`src/rtl/vc_allocator_pkg.sv`:
```
// noc_params: router-wide parameters and types shared by the input buffer
// and the VC allocator.
//   PORT_NUM : number of input ports and number of output ports
//   VC_NUM   : virtual channels per port
//   VC_SIZE  : width of a VC id
//   port_t   : output port encoding
package noc_params;

    localparam int PORT_NUM = 5;
    localparam int VC_NUM   = 2;
    localparam int VC_SIZE  = $clog2(VC_NUM);

    typedef enum logic [2:0] {LOCAL, NORTH, SOUTH, WEST, EAST} port_t;

endpackage

```
`src/rtl/vc_allocator_rr_arbiter.sv`:
```
// rr_arbiter: N-way round-robin arbiter with its own priority pointer.
//   clk, rst : clock, asynchronous active-high reset
//   req_i    : request vector
//   upd_i    : advance the pointer past the winner at the next edge
//              (only takes effect when some request is present)
//   gnt_o    : one-hot grant, combinational
//   idx_o    : index of the winner, combinational
// The winner is the first requester at or after the pointer, wrapping.
module rr_arbiter #(
    parameter int N = 4,
    localparam int IW = (N > 1) ? $clog2(N) : 1
) (
    input  logic          clk,
    input  logic          rst,
    input  logic [N-1:0]  req_i,
    input  logic          upd_i,
    output logic [N-1:0]  gnt_o,
    output logic [IW-1:0] idx_o
);

    logic [IW-1:0] ptr_q, ptr_d;
    logic [IW-1:0] hi_idx, lo_idx;
    logic          hi_vld, lo_vld;

    // Scanning downward leaves the lowest hits: lo_* is the lowest requester
    // overall (the wrap-around choice), hi_* the lowest at or above ptr_q.
    always_comb begin
        hi_idx = '0;
        lo_idx = '0;
        hi_vld = 1'b0;
        lo_vld = 1'b0;
        for (int j = N - 1; j >= 0; j--) begin
            if (req_i[j]) begin
                lo_idx = IW'(j);
                lo_vld = 1'b1;
                if (IW'(j) >= ptr_q) begin
                    hi_idx = IW'(j);
                    hi_vld = 1'b1;
                end
            end
        end
        idx_o = hi_vld ? hi_idx : lo_idx;
        gnt_o = lo_vld ? (N'(1) << idx_o) : '0;
        ptr_d = ptr_q;
        if (upd_i && lo_vld)
            ptr_d = (idx_o == IW'(N - 1)) ? '0 : idx_o + IW'(1);
    end

    always_ff @(posedge clk or posedge rst) begin
        if (rst) ptr_q <= '0;
        else     ptr_q <= ptr_d;
    end

endmodule

```
`src/rtl/vc_allocator.sv`:
```
// vc_allocator: router VC allocator. Each output port owns VC_NUM downstream
// VCs; input VCs in the VA state request a port and one of them per port wins
// round-robin, receiving the lowest-numbered free downstream VC.
//   clk, rst             : clock, asynchronous active-high reset
//   request_i[p][v]      : VA request from input VC (p,v)
//   out_port_i[p][v]     : output port wanted by (p,v), valid with request
//   idle_downstream_vc_i : [o][d] pulse, downstream VC d behind port o is free
//   grant_o[p][v]        : (p,v) has been allocated a downstream VC
//   vc_new_o[p][v]       : allocated downstream VC id, valid with grant
// Build option VC_ALLOC_REG_OUT_EN: grant_o/vc_new_o come from registers
// (1-cycle latency) and an input VC with a grant showing is kept out of
// arbitration so it cannot be granted twice. Undefined: combinational grant.
module vc_allocator
    import noc_params::*;
(
    input  logic                                      clk,
    input  logic                                      rst,
    input  logic  [PORT_NUM-1:0][VC_NUM-1:0]          request_i,
    input  port_t [PORT_NUM-1:0][VC_NUM-1:0]          out_port_i,
    input  logic  [PORT_NUM-1:0][VC_NUM-1:0]          idle_downstream_vc_i,
    output logic  [PORT_NUM-1:0][VC_NUM-1:0]          grant_o,
    output logic  [PORT_NUM-1:0][VC_NUM-1:0][VC_SIZE-1:0] vc_new_o
);

    localparam int N  = PORT_NUM * VC_NUM;
    localparam int IW = $clog2(N);

    logic [PORT_NUM-1:0][VC_NUM-1:0]              avail_q, avail_d, taken, mask, gnt_c;
    logic [PORT_NUM-1:0][VC_NUM-1:0][VC_SIZE-1:0] vcn_c;
    logic [PORT_NUM-1:0][N-1:0]                   cand, arb_req, arb_gnt;
    logic [PORT_NUM-1:0][IW-1:0]                  arb_idx;
    logic [PORT_NUM-1:0][VC_SIZE-1:0]             free_vc;
    logic [PORT_NUM-1:0]                          has_free;

    // Lowest-index free downstream VC per output port.
    always_comb begin
        free_vc  = '0;
        has_free = '0;
        for (int o = 0; o < PORT_NUM; o++) begin
            has_free[o] = |avail_q[o];
            for (int d = VC_NUM - 1; d >= 0; d--)
                if (avail_q[o][d]) free_vc[o] = VC_SIZE'(d);
        end
    end

    // Candidates per output port, flattened as p*VC_NUM+v.
    always_comb begin
        cand = '0;
        for (int o = 0; o < PORT_NUM; o++)
            for (int p = 0; p < PORT_NUM; p++)
                for (int v = 0; v < VC_NUM; v++)
                    cand[o][p*VC_NUM+v] = request_i[p][v] & ~mask[p][v] &
                                          (out_port_i[p][v] == port_t'(o));
    end

    // A port with no free VC presents no requests, so its pointer holds.
    for (genvar o = 0; o < PORT_NUM; o++) begin : g_port
        assign arb_req[o] = cand[o] & {N{has_free[o]}};
        rr_arbiter #(.N(N)) u_arb (
            .clk   (clk),
            .rst   (rst),
            .req_i (arb_req[o]),
            .upd_i (has_free[o]),
            .gnt_o (arb_gnt[o]),
            .idx_o (arb_idx[o])
        );
    end

    // Route each port's winner back to its input VC and mark the VC taken.
    always_comb begin
        gnt_c = '0;
        vcn_c = '0;
        taken = '0;
        for (int o = 0; o < PORT_NUM; o++) begin
            if (|arb_gnt[o]) begin
                taken[o][free_vc[o]] = 1'b1;
                for (int p = 0; p < PORT_NUM; p++)
                    for (int v = 0; v < VC_NUM; v++)
                        if (arb_idx[o] == IW'(p*VC_NUM+v)) begin
                            gnt_c[p][v] = 1'b1;
                            vcn_c[p][v] = free_vc[o];
                        end
            end
        end
    end

    // Grant picks from the pre-edge mask, so it never collides with a release.
    assign avail_d = (avail_q & ~taken) | idle_downstream_vc_i;

    always_ff @(posedge clk or posedge rst) begin
        if (rst) avail_q <= '1;
        else     avail_q <= avail_d;
    end

`ifdef VC_ALLOC_REG_OUT_EN
    logic [PORT_NUM-1:0][VC_NUM-1:0]              grant_q;
    logic [PORT_NUM-1:0][VC_NUM-1:0][VC_SIZE-1:0] vcn_q;

    always_ff @(posedge clk or posedge rst) begin
        if (rst) begin
            grant_q <= '0;
            vcn_q   <= '0;
        end else begin
            grant_q <= gnt_c;
            vcn_q   <= vcn_c;
        end
    end

    assign mask     = grant_q;
    assign grant_o  = grant_q;
    assign vc_new_o = vcn_q;
`else
    assign mask     = '0;
    // Outputs are combinational, so hold them low while reset is asserted.
    assign grant_o  = rst ? '0 : gnt_c;
    assign vc_new_o = rst ? '0 : vcn_c;
`endif

    a_release_free : assert property (@(posedge clk) disable iff (rst)
        (idle_downstream_vc_i & avail_q) == '0);

endmodule

```
`config.mk`:
```
export PLATFORM = sky130hd
export DESIGN_NAME = vc_allocator
export DESIGN_NICKNAME = d
export VERILOG_FILES = /design/src/rtl/vc_allocator_pkg.sv /design/src/rtl/vc_allocator_rr_arbiter.sv /design/src/rtl/vc_allocator.sv
export SDC_FILE = /design/constraint.sdc
export NUM_CORES = 1
export LEC_CHECK = 0
export ABC_AREA = 0
export BUFFER_PORTS_ARGS = -buffer_cell sky130_fd_sc_hd__buf_2
export CORE_ASPECT_RATIO = 0.75
export CORE_MARGIN = 4
export CORE_UTILIZATION = 27
export DETAILED_ROUTE_END_ITERATION = 8
export GPL_ROUTABILITY_DRIVEN = 0
export PLACE_DENSITY = 0.54
export SETUP_SLACK_MARGIN = 0.1
export SLEW_MARGIN = 20
export SYNTH_ARGS = -nofsm -noshare
export SYNTH_HDL_FRONTEND = slang
export SYNTH_SLANG_ARGS = --single-unit
```
`constraint.sdc`:
```
create_clock -name clk -period 10 [get_ports clk]
set_clock_uncertainty 0.2 [all_clocks]
set_input_delay 1.5 -clock clk [delete_from_list [all_inputs] [get_ports clk]]
set_output_delay 1.5 -clock clk [all_outputs]
set_load 0.02 [all_outputs]
```
==> key figures, run 1 <==
Die
  – Site Rows: 44
  – Die Height: 132 um
  – CORE AREA: 19700 um2
  – IO Pins: 72
  – Starting density of the core: 0.280
  – Die X: 173 um
  – Die ar.: 22700 um2

Synth
  – YS warnings: 0
  – Yosys top cell by area: dfrtp_1
  – Synth Register Bits: 30
  – Synth top area share: 0.0911
  – Fraction of registers with async set/reset: 1.00
  – Mapped cell area: 5500 um2
  – Synth area leaders: dfrtp_1 9.1%, nor2_1 5.1%, dfstp_2 4.8%
  – Syn Nets: 825
  – Seq/Total Area, Yosys: 0.139
  – Post-synth EDFFs: 0
  – Cells after Synth: 763
  – Syn Area/Cell: 7.20 um2
  – Most used flip-flop cell after synthesis: dfrtp_1
  – Post-synthesis cell type count: 105

Global route
  – GR Overflow Total: 0
  – GRT Overall Usage: 0.195
  – Initial antenna violation count: 0
  – Number of global-route vias before repair: 6137
  – Global-route wire length before repair: 36100 um
  – Largest net degree at the start of global routing: 35

Worst setup path
  – CP required: 8.30 ns
  – Startpoint types: primary input
  – Worst setup startpoint: out_port_i[3]
  – R2R Path End: avail_q[3]
  – Max stage delay on crit path: 0.86 ns
  – CP Class: in -> out
  – Top fanout value on the critical path: 9
  – CP max stage cell: nor4bb_1
  – CP Data Arrival Time: 5.51 ns
  – Crit path cell chain: buf_2, nor4bb_1, and2_1, a211o_1, a31oi_1, nor4_1, or2_1, nand2b_1, inv_1, ha_1, o21ai_2, o41ai_1, a211o_1, o211ai_1, buf_2
  – Crit end category: primary output
  – Reg-to-reg startpoint: avail_q[2]
  – Length in cells of the worst reg-to-reg path: 13
  – R2r setup slk: 5.66 ns

Drt
  – WL met2: 8500 um
  – ANT nets after route: 0
  – DRC: 0
  – Pre-Repair DR Iteration Count: 6
  – Top Metal Used: met4
  – DR vias: 6798
  – WL per Instance: 22.1 um
  – Iter 0 DRT Violations: 1092
  – WL met1: 11700 um
  – Overall routed net length: 23400 um
  – Vias/cell: 6.42
  – DR WL met3: 2890 um

Place
  – DP Wirelength: 18800 um
  – IO buf count: 71
  – Pre-CTS setup slack: 2.90 ns
  – Placed inst area: 6030 um2

STA
  – Final setup viols: 0
  – RSZ-0062 raised after global routing: no
  – Slack of the critical path: 2.79 ns
  – Setup_tns: 0 ns
  – Worst slew margin: 0.237
  – Max frequency: 139 MHz
  – Worst-Margin Slew: 1.13 ns
  – Slew Viols, Final: 0
  – Fin crit share: 0.721
  – Tmin final: 7.21 ns
  – Final hold vios: 0

Clock network
  – CTS Buf Count: 5
  – Hold_buf cts: 0
  – Htree depth: 2
  – Worst-Skew Late Latency: 0.28 ns
  – CTS Buffer Depth: 2
  – CTS tree: built
  – Post-CTS Setup Repair Bufs: 0
  – Post-CTS Resized: 0
  – Clock sink count: 30
  – Worst-path clk slew: 0.05 ns
  – CTS root buf: clkbuf_16

Flow run
  – MaxCap Viol Count: 0

Cells and area
  – Ratio of cells with drive above 1 in the final layout: 0.187
  – Antenna fix cells: 0
  – Final core occ: 0.314
  – Area delta synth->final: 12.5%
  – Final #Nets: 867
  – Post-route cell area: 6180 um2

Hold path
  – WHS Endpoint: avail_q[2]
  – Worst Hold Class: reg -> reg
  – Critical hold path startpoint: avail_q[2]
  – Hold depth: 2

Power
  – Peak VDD IR: 0.0895 mV
  – P per Cell Area: 182 nW/um2
  – Total power: 1130 uW
  – Leakage: 0.00231 uW

Run status
  – Status: finished, final reports clean
-- metrics by stage --
stage | hold slack, ns | instances
after global placement | 0.311 | 1051
after floorplan | 0.275 | 763
after detailed placement | 0.312 | 1051
final | 0.318 | 1059
after CTS | 0.320 | 1059
after global routing | 0.338 | 1059
-- logic make-up (layout without fill, tap and decap cells) --
group,after synthesis,count (layout),share of synthesized area
AND/OR/NAND/NOR,397,397,0.422
AO/OA/AOI/OAI,260,260,0.357
buffers and inverters,58,101,0.0446
flip-flops,30,30,0.139
adder cells (fa/ha/maj),10,10,0.0228
multiplexers,8,8,0.0150
-- synth_stat cells, drive strengths merged (16+ instances only) --
master	count
nor2	77
nand2	56
o21ai	44
nor3	37
a21oi	29
nand2b	28
clkbuf	27
nand3	26
nor4	22
dfrtp	20
or2	19
or3	18
nor2b	16
-- layout by cell type, fill, tap and decap left out, types with 20 or more instances in the layout --
master     n
nor4_1    22
o21ai_0   40
nor3_1    35
nor2_1    74
nand3_1   26
nand2b_1  27
buf_2     71
nand2_1   56
dfrtp_1   20
a21oi_1   27
-- how the worst max path moves through the flow --
stage / to
floorplan: vc_new_o[7]
global placement: vc_new_o[7]
detailed placement: vc_new_o[7]
CTS: vc_new_o[7]
global route: grant_o[3]
finish: vc_new_o[7]
-- layer usage --
metal,vias to the layer above,global-route usage
li1,3121,-
met1,3205,0.319
met2,435,0.250
met3,37,0.0520
met4,0,0.0306
met5,-,0
-- flip-flops by register name, summed over array words and instances (netlist names) --
register / flops
g_port.u_arb.ptr_q: 20
avail_q: 10
-- where the power goes --
part           internal (uW)  total (uW)  switching [uW]  leakage (uW)
combinational            241         653             412       0.00189
clock                   98.5         157            58.8     0.0000729
sequential               168         317             149      0.000347
-- critical path: cells and delay by family --
family                   cells  cell delay [ns]
AO/OA/AOI/OAI                6             0.96
AND/OR/NAND/NOR              5             2.41
buffers and inverters        3             0.44
adder cells (fa/ha/maj)      1             0.18
-- cell type report --
class                      count  area (um2)
tap                          253         317
clock buffer                   6         139
multi-input combinational    675        4490
sequential                    30         763
timing repair buffer          77         400
fill                        2130       13500
inverter                      16        62.6
clock inverter                 2        12.5
(Power assumes the default switching activity.)
==> inputs of run 2 (changes only) <==
==> constraint.sdc (replaced) <==
create_clock -name clk -period 7 [get_ports clk]
set_clock_uncertainty 0.2 [all_clocks]
set_input_delay 1.05 -clock clk [delete_from_list [all_inputs] [get_ports clk]]
set_output_delay 1.05 -clock clk [all_outputs]
set_load 0.02 [all_outputs]
==> key figures, run 2 (synthesis gave the netlist of run 1 again) <==
Run status
  – Status: finished, final reports clean

Clock network
  – CTS Buffer Depth: 2 (unchanged)
  – CTS root buf: clkbuf_16
  – CTS tree: built
  – Clock sink count: 30 (unchanged)
  – Hold_buf cts: 0 (unchanged)
  – Worst-Skew Late Latency: 0.29 ns (about the same)
  – CTS Buf Count: 5 (unchanged)
  – Worst-path clk slew: 0.06 ns (about the same)
  – Post-CTS Setup Repair Bufs: 0 (unchanged)
  – Htree depth: 2 (unchanged)
  – Post-CTS Resized: 0 (unchanged)

Cells and area
  – Area delta synth->final: 13.2%
  – Most frequent cells in the layout: 74 x nor2_1, 71 x buf_2, 56 x nand2_1
  – Antenna fix cells: 0 (unchanged)
  – Non-Filler Instances: 1062 (+0.28%)
  – Final #Nets: 870 (+0.35%)
  – Largest register FFs: 20 (unchanged)
  – Biggest register: g_port.u_arb.ptr_q
  – Final core occ: 0.316 (+0.00191)
  – Commonest non-fill, non-tap cell in the layout: nor2_1
  – Post-route cell area: 6220 um2 (+0.61%)
  – Fill count: 2136 (+0.28%)
  – Ratio of cells with drive above 1 in the final layout: 0.190 (+0.00301)
  – Biggest regs: g_port.u_arb.ptr_q (20), avail_q (10)

Die
  – Site Rows: 44 (unchanged)
  – IO Pins: 72 (unchanged)
  – Die Height: 132 um (unchanged)
  – Starting density of the core: 0.280 (unchanged)
  – CORE AREA: 19700 um2 (unchanged)
  – Die ar.: 22700 um2 (unchanged)
  – Die X: 173 um (unchanged)

Drt
  – DR vias: 6846 (+0.71%)
  – Pre-Repair DR Iteration Count: 6 (unchanged)
  – Overall routed net length: 23200 um (-1.1%)
  – DRC: 0 (unchanged)
  – ANT nets after route: 0 (unchanged)
  – Vias/cell: 6.45 (+0.42%)
  – WL per Instance: 21.8 um (-1.4%)
  – Iter 0 DRT Violations: 1008 (-7.7%)

STA
  – Max frequency: 160 MHz
  – Final hold vios: 0 (unchanged)
  – RSZ-0062 raised after global routing: no
  – Setup_tns: 0 ns (unchanged)
  – Final setup viols: 0 (unchanged)
  – Worst slew margin: 0.357 (+0.120)
  – Slew Viols, Final: 0 (unchanged)
  – Slack of the critical path: 0.732 ns (-2.06 ns)
  – Fin crit share: 0.895
  – Worst-Margin Slew: 0.961 ns (-0.168 ns)
  – Tmin final: 6.27 ns

Power
  – Switching portion of total power: 0.538 (-0.0109)
  – Switch Pwr: 872 uW (+41%)
  – P_int: 747 uW (+47%)
  – Peak VDD IR: 0.116 mV (+29%)
  – Share of power burned in registers: 0.273 (-0.008)
  – Leakage: 0.00234 uW (+1.1%)
  – Logic gate share of total power: 0.573 (-0.006)
  – Clock power share: 0.154 (+0.014)
  – P per Cell Area: 260 nW/um2 (+43%)

Place
  – Pre-CTS setup slack: 0.912 ns (-1.99 ns)
  – IO buf count: 71 (unchanged)
  – # placed instances: 1054 (+0.29%)
  – DP Wirelength: 18600 um (-1.1%)
  – Placed inst area: 6050 um2 (+0.37%)

Flow run
  – MaxCap Viol Count: 0 (unchanged)

Worst setup path
  – Crit path cell chain: buf_2, nor4bb_1, and2_1, a211o_1, a31oi_1, nor4_1, or2_1, nand2b_1, inv_1, ha_1, o21ai_2, o41ai_1, a211o_1, o211ai_1, buf_2
  – CP Data Arrival Time: 5.02 ns (-0.49 ns)
  – Top fanout value on the critical path: 9 (unchanged)
  – Max stage delay on crit path: 0.69 ns (-0.17 ns)
  – Crit end category: primary output
  – Worst Path Buf+Inv: 3 (unchanged)
  – CP required: 5.75 ns (-2.55 ns)
  – Startpoint types: primary input
  – CP Class: in -> out
  – CP max stage cell: nor4bb_1
  – Cell family with most CP delay: simple AND/OR/NAND/NOR gates

Global route
  – Global-route wire length before repair: 35900 um (-0.65%)
  – GR Overflow Total: 0 (unchanged)
  – GRT Overall Usage: 0.194 (-0.00104)
  – Number of global-route vias before repair: 6073 (-1.0%)
  – Initial antenna violation count: 0 (unchanged)
  – Largest net degree at the start of global routing: 35 (unchanged)

Hold path
  – Worst Hold Class: reg -> reg
-- run 2: changes by cell type in the layout (fill, tap and decap cells not counted) --
cell	previous run	this run
clkinv_2	1	0
clkinvlp_4	1	0
clkbuf_8	1	3
buf_4	6	9
-- run 2: path summary, 6_finish.rpt --
check	startpoint	slack, ns	to	cells after the start
setup / recovery	out_port_i[3]	0.73	vc_new_o[7]	15
hold / removal	avail_q[2]	0.33	avail_q[2]	2
setup reg to reg	avail_q[4]	2.78	avail_q[5]	12
hold reg to reg	avail_q[2]	0.33	avail_q[2]	2
max in group asynchronous	rst	5.34	avail_q[5]	3
min in group asynchronous	rst	0.90	g_port[4].u_arb.ptr_q[3]	3
-- run 2: metrics by stage --
step	total power, uW	hold WS, ns
detailed placement	1320	0.314
global placement	1330	0.311
global route	1720	0.356
floorplan	1040	0.275
finish	1620	0.328
CTS	1570	0.323
-- run 2: worst reg2reg max path, stage by stage (launching register included) --
cell and delay [ns]:
dfstp_2 0.39, nor2_2 0.61, nor4_1 0.26, o21ai_0 0.36, nand3_1 0.13, nor4_1 0.65
or2_1 0.39, nand2b_1 0.17, inv_1 0.15, ha_1 0.18, o21ai_2 0.12, a211o_1 0.35
a21o_1 0.19
-- run 2: layer usage --
metal  part of all wire  up-vias  global-route usage  wire, um
li1                   -     3123                   -         -
met1               0.49     3231               0.315     11300
met2               0.36      448               0.244      8350
met3               0.13       44              0.0589      3100
met4              0.016        0              0.0354       370
met5                  0        -                   0         0
-- run 2: area by class of cell --
type	instances	area (um2)	share of cell area
clock buffers	8	166	0.0268
well taps	253	317	0.0509
inverters	16	62.6	0.0101
multi-input cells	675	4490	0.722
repair buffers	80	423	0.0680
flip-flops and latches	30	763	0.123
-- run 2: power groups by stage --
stage | sequential, uW | clock [uW] | combinational (uW)
after floorplan | 271 | 0 | 774
after global placement | 430 | 0 | 895
after detailed placement | 429 | 0 | 892
after CTS | 426 | 252 | 897
after global routing | 452 | 262 | 1010
final | 443 | 249 | 927
==> inputs of run 3 (changes only) <==
--- a/config.mk
+++ b/config.mk
@@ -8,7 +8,7 @@
 export ABC_AREA = 0
 export BUFFER_PORTS_ARGS = -buffer_cell sky130_fd_sc_hd__buf_2
 export CORE_ASPECT_RATIO = 0.75
-export CORE_MARGIN = 4
+export CORE_MARGIN = 3
 export CORE_UTILIZATION = 27
 export DETAILED_ROUTE_END_ITERATION = 8
 export GPL_ROUTABILITY_DRIVEN = 0
==> constraint.sdc (replaced) <==
create_clock -name clk -period 6.7 [get_ports clk]
set_clock_uncertainty 0.2 [all_clocks]
set_input_delay 1.005 -clock clk [delete_from_list [all_inputs] [get_ports clk]]
set_output_delay 1.005 -clock clk [all_outputs]
set_load 0.02 [all_outputs]
==> key figures, run 3 (synthesis gave the netlist of run 1 again) <==
Drt
  – DR vias: 6818 (-0.41%)
  – WL per Instance: 21.8 um (-0.22%)
  – Vias/cell: 6.42 (-0.41%)
  – Pre-Repair DR Iteration Count: 6 (unchanged)
  – Overall routed net length: 23100 um (-0.22%)
  – ANT nets after route: 0 (unchanged)
  – Iter 0 DRT Violations: 966 (-4.2%)
  – DRC: 0 (unchanged)

Power
  – P per Cell Area: 271 nW/um2 (+4.1%)
  – Leakage: 0.00234 uW (unchanged)
  – Peak VDD IR: 0.109 mV (-6.2%)
  – Total power: 1690 uW (+4.1%)

STA
  – Final hold vios: 0 (unchanged)
  – RSZ-0062 raised after global routing: no
  – Max frequency: 165 MHz
  – Tmin final: 6.05 ns
  – Final Hold Slack: 0.331 ns (+0.00292 ns)
  – Fin crit share: 0.903
  – Slew Viols, Final: 0 (unchanged)
  – Final setup viols: 0 (unchanged)
  – Worst-Margin Slew: 1.03 ns (+0.0733 ns)
  – Setup_tns: 0 ns (unchanged)
  – Worst slew margin: 0.308 (-0.0491)

Cells and area
  – Storage element area: 763 um2 (unchanged)
  – Biggest register: g_port.u_arb.ptr_q
  – Antenna fix cells: 0 (unchanged)
  – Final #Nets: 870 (unchanged)
  – Non-Filler Instances: 1062 (unchanged)
  – Fill count: 2141 (+0.23%)
  – Ratio of cells with drive above 1 in the final layout: 0.190 (unchanged)
  – Most frequent cells in the layout: 74 x nor2_1, 71 x buf_2, 56 x nand2_1
  – Largest register FFs: 20 (unchanged)
  – Commonest non-fill, non-tap cell in the layout: nor2_1
  – Biggest regs: g_port.u_arb.ptr_q (20), avail_q (10)
  – Multi-input gate area: 4490 um2 (unchanged)
  – Area delta synth->final: 13.2% (unchanged)

Place
  – IO buf count: 71 (unchanged)
  – # placed instances: 1054 (unchanged)
  – DP Wirelength: 18600 um (+0.21%)

Hold path
  – Critical hold path startpoint: avail_q[2]
  – Hold depth: 2 (unchanged)
  – WHS Endpoint: avail_q[2]
  – Worst Hold Class: reg -> reg

Global route
  – Initial antenna violation count: 0 (unchanged)
  – GRT Overall Usage: 0.204 (+0.00993)
  – Global-route wire length before repair: 35200 um (-1.9%)
  – Number of global-route vias before repair: 5883 (-3.1%)
  – GR Overflow Total: 0 (unchanged)
  – Largest net degree at the start of global routing: 22 (-37%)

Clock network
  – Worst-path clk slew: 0.06 ns (about the same)
  – CTS Buffer Depth: 2 (unchanged)
  – Worst-Skew Late Latency: 0.29 ns (about the same)
  – Hold_buf cts: 0 (unchanged)
  – Post-CTS Setup Repair Bufs: 0 (unchanged)
  – CTS root buf: clkbuf_16
  – CTS tree: built
  – CTS Buf Count: 5 (unchanged)
  – Clock sink count: 30 (unchanged)
  – Post-CTS Resized: 0 (unchanged)
  – Htree depth: 2 (unchanged)

Run status
  – Status: finished, final reports clean

Worst setup path
  – Reg-to-reg startpoint: avail_q[8]
  – Startpoint types: primary input
  – Crit end category: primary output
  – R2r setup slk: 2.61 ns (-0.17 ns)
  – Top fanout value on the critical path: 9 (unchanged)
  – CP Data Arrival Time: 4.84 ns (-0.18 ns)
  – Max stage delay on crit path: 0.67 ns (-0.02 ns)
  – R2R Path End: avail_q[9]
  – CP Class: in -> out
  – Length in cells of the worst reg-to-reg path: 10 (-2)
  – CP max stage cell: nor4bb_1
  – Crit path cell chain: buf_2, nor4bb_1, and2_1, a211o_1, a31oi_1, nor4_1, or2_1, nand2b_1, inv_1, ha_1, o21ai_2, o41ai_1, a211o_1, o211ai_1, buf_2
  – CP required: 5.49 ns (-0.26 ns)

Die
  – Site Rows: 44 (unchanged)
  – Die ar.: 22100 um2 (-2.7%)
  – Starting density of the core: 0.280 (unchanged)
  – Die Height: 130 um (-1.5%)
  – CORE AREA: 19700 um2 (unchanged)
  – Die X: 171 um (-1.2%)
  – IO Pins: 72 (unchanged)

Flow run
  – MaxCap Viol Count: 0 (unchanged)
==> run 3: cell counts in the layout (fill, tap and decap cells not counted) <==
No cell type changed its count.
==> run 3: routing by layer <==
layer	part of all wire	global-route usage	vias up
met2	0.36	0.262	456
met4	0.019	0.0458	0
met1	0.49	0.327	3203
met3	0.13	0.0531	34
met5	0	0	-
li1	-	-	3125
==> run 3: through the flow <==
| step | worst slack (ns) | cell area, um2 | util |
|---|---|---|---|
| after CTS | 0.691 | 6220 | 0.316 |
| after detailed placement | 0.710 | 6050 | 0.308 |
| final | 0.652 | 6220 | 0.316 |
| after global placement | 0.824 | 6050 | 0.308 |
| after floorplan | 1.53 | 5500 | - |
| after global routing | 0.338 | 6220 | 0.316 |
==> run 3: how the worst max path moves through the flow <==
stage / from / end / slack [ns] / cells past startpoint
final: out_port_i[3] / vc_new_o[7] / 0.65 / 15
after global routing: out_port_i[3] / vc_new_o[3] / 0.34 / 15
after CTS: out_port_i[3] / vc_new_o[7] / 0.69 / 15
after detailed placement: out_port_i[3] / vc_new_o[7] / 0.71 / 15
after global placement: out_port_i[3] / vc_new_o[7] / 0.82 / 15
after floorplan: out_port_i[1] / vc_new_o[7] / 1.53 / 14
==> run 3: critical path, delay by kind of cell <==
family | cells | cell delay [ns]
simple gates | 5 | 2.17
compound gates | 6 | 1.04
buf+inv | 3 | 0.44
fa+ha+maj | 1 | 0.18
==> run 3: layout make-up <==
class | instances | share of cell area
multi-input combinational | 675 | 0.722
inverter | 16 | 0.0101
sequential | 30 | 0.123
tap | 253 | 0.0509
clock buffer | 8 | 0.0268
timing repair buffer | 80 | 0.0680
==> run 3: power breakdown <==
| part | leakage (uW) | internal, uW | switching [uW] | total, uW |
|---|---|---|---|---|
| clock network | 0.0000832 | 168 | 92.4 | 261 |
| registers | 0.000347 | 252 | 207 | 458 |
| logic | 0.00191 | 361 | 605 | 966 |
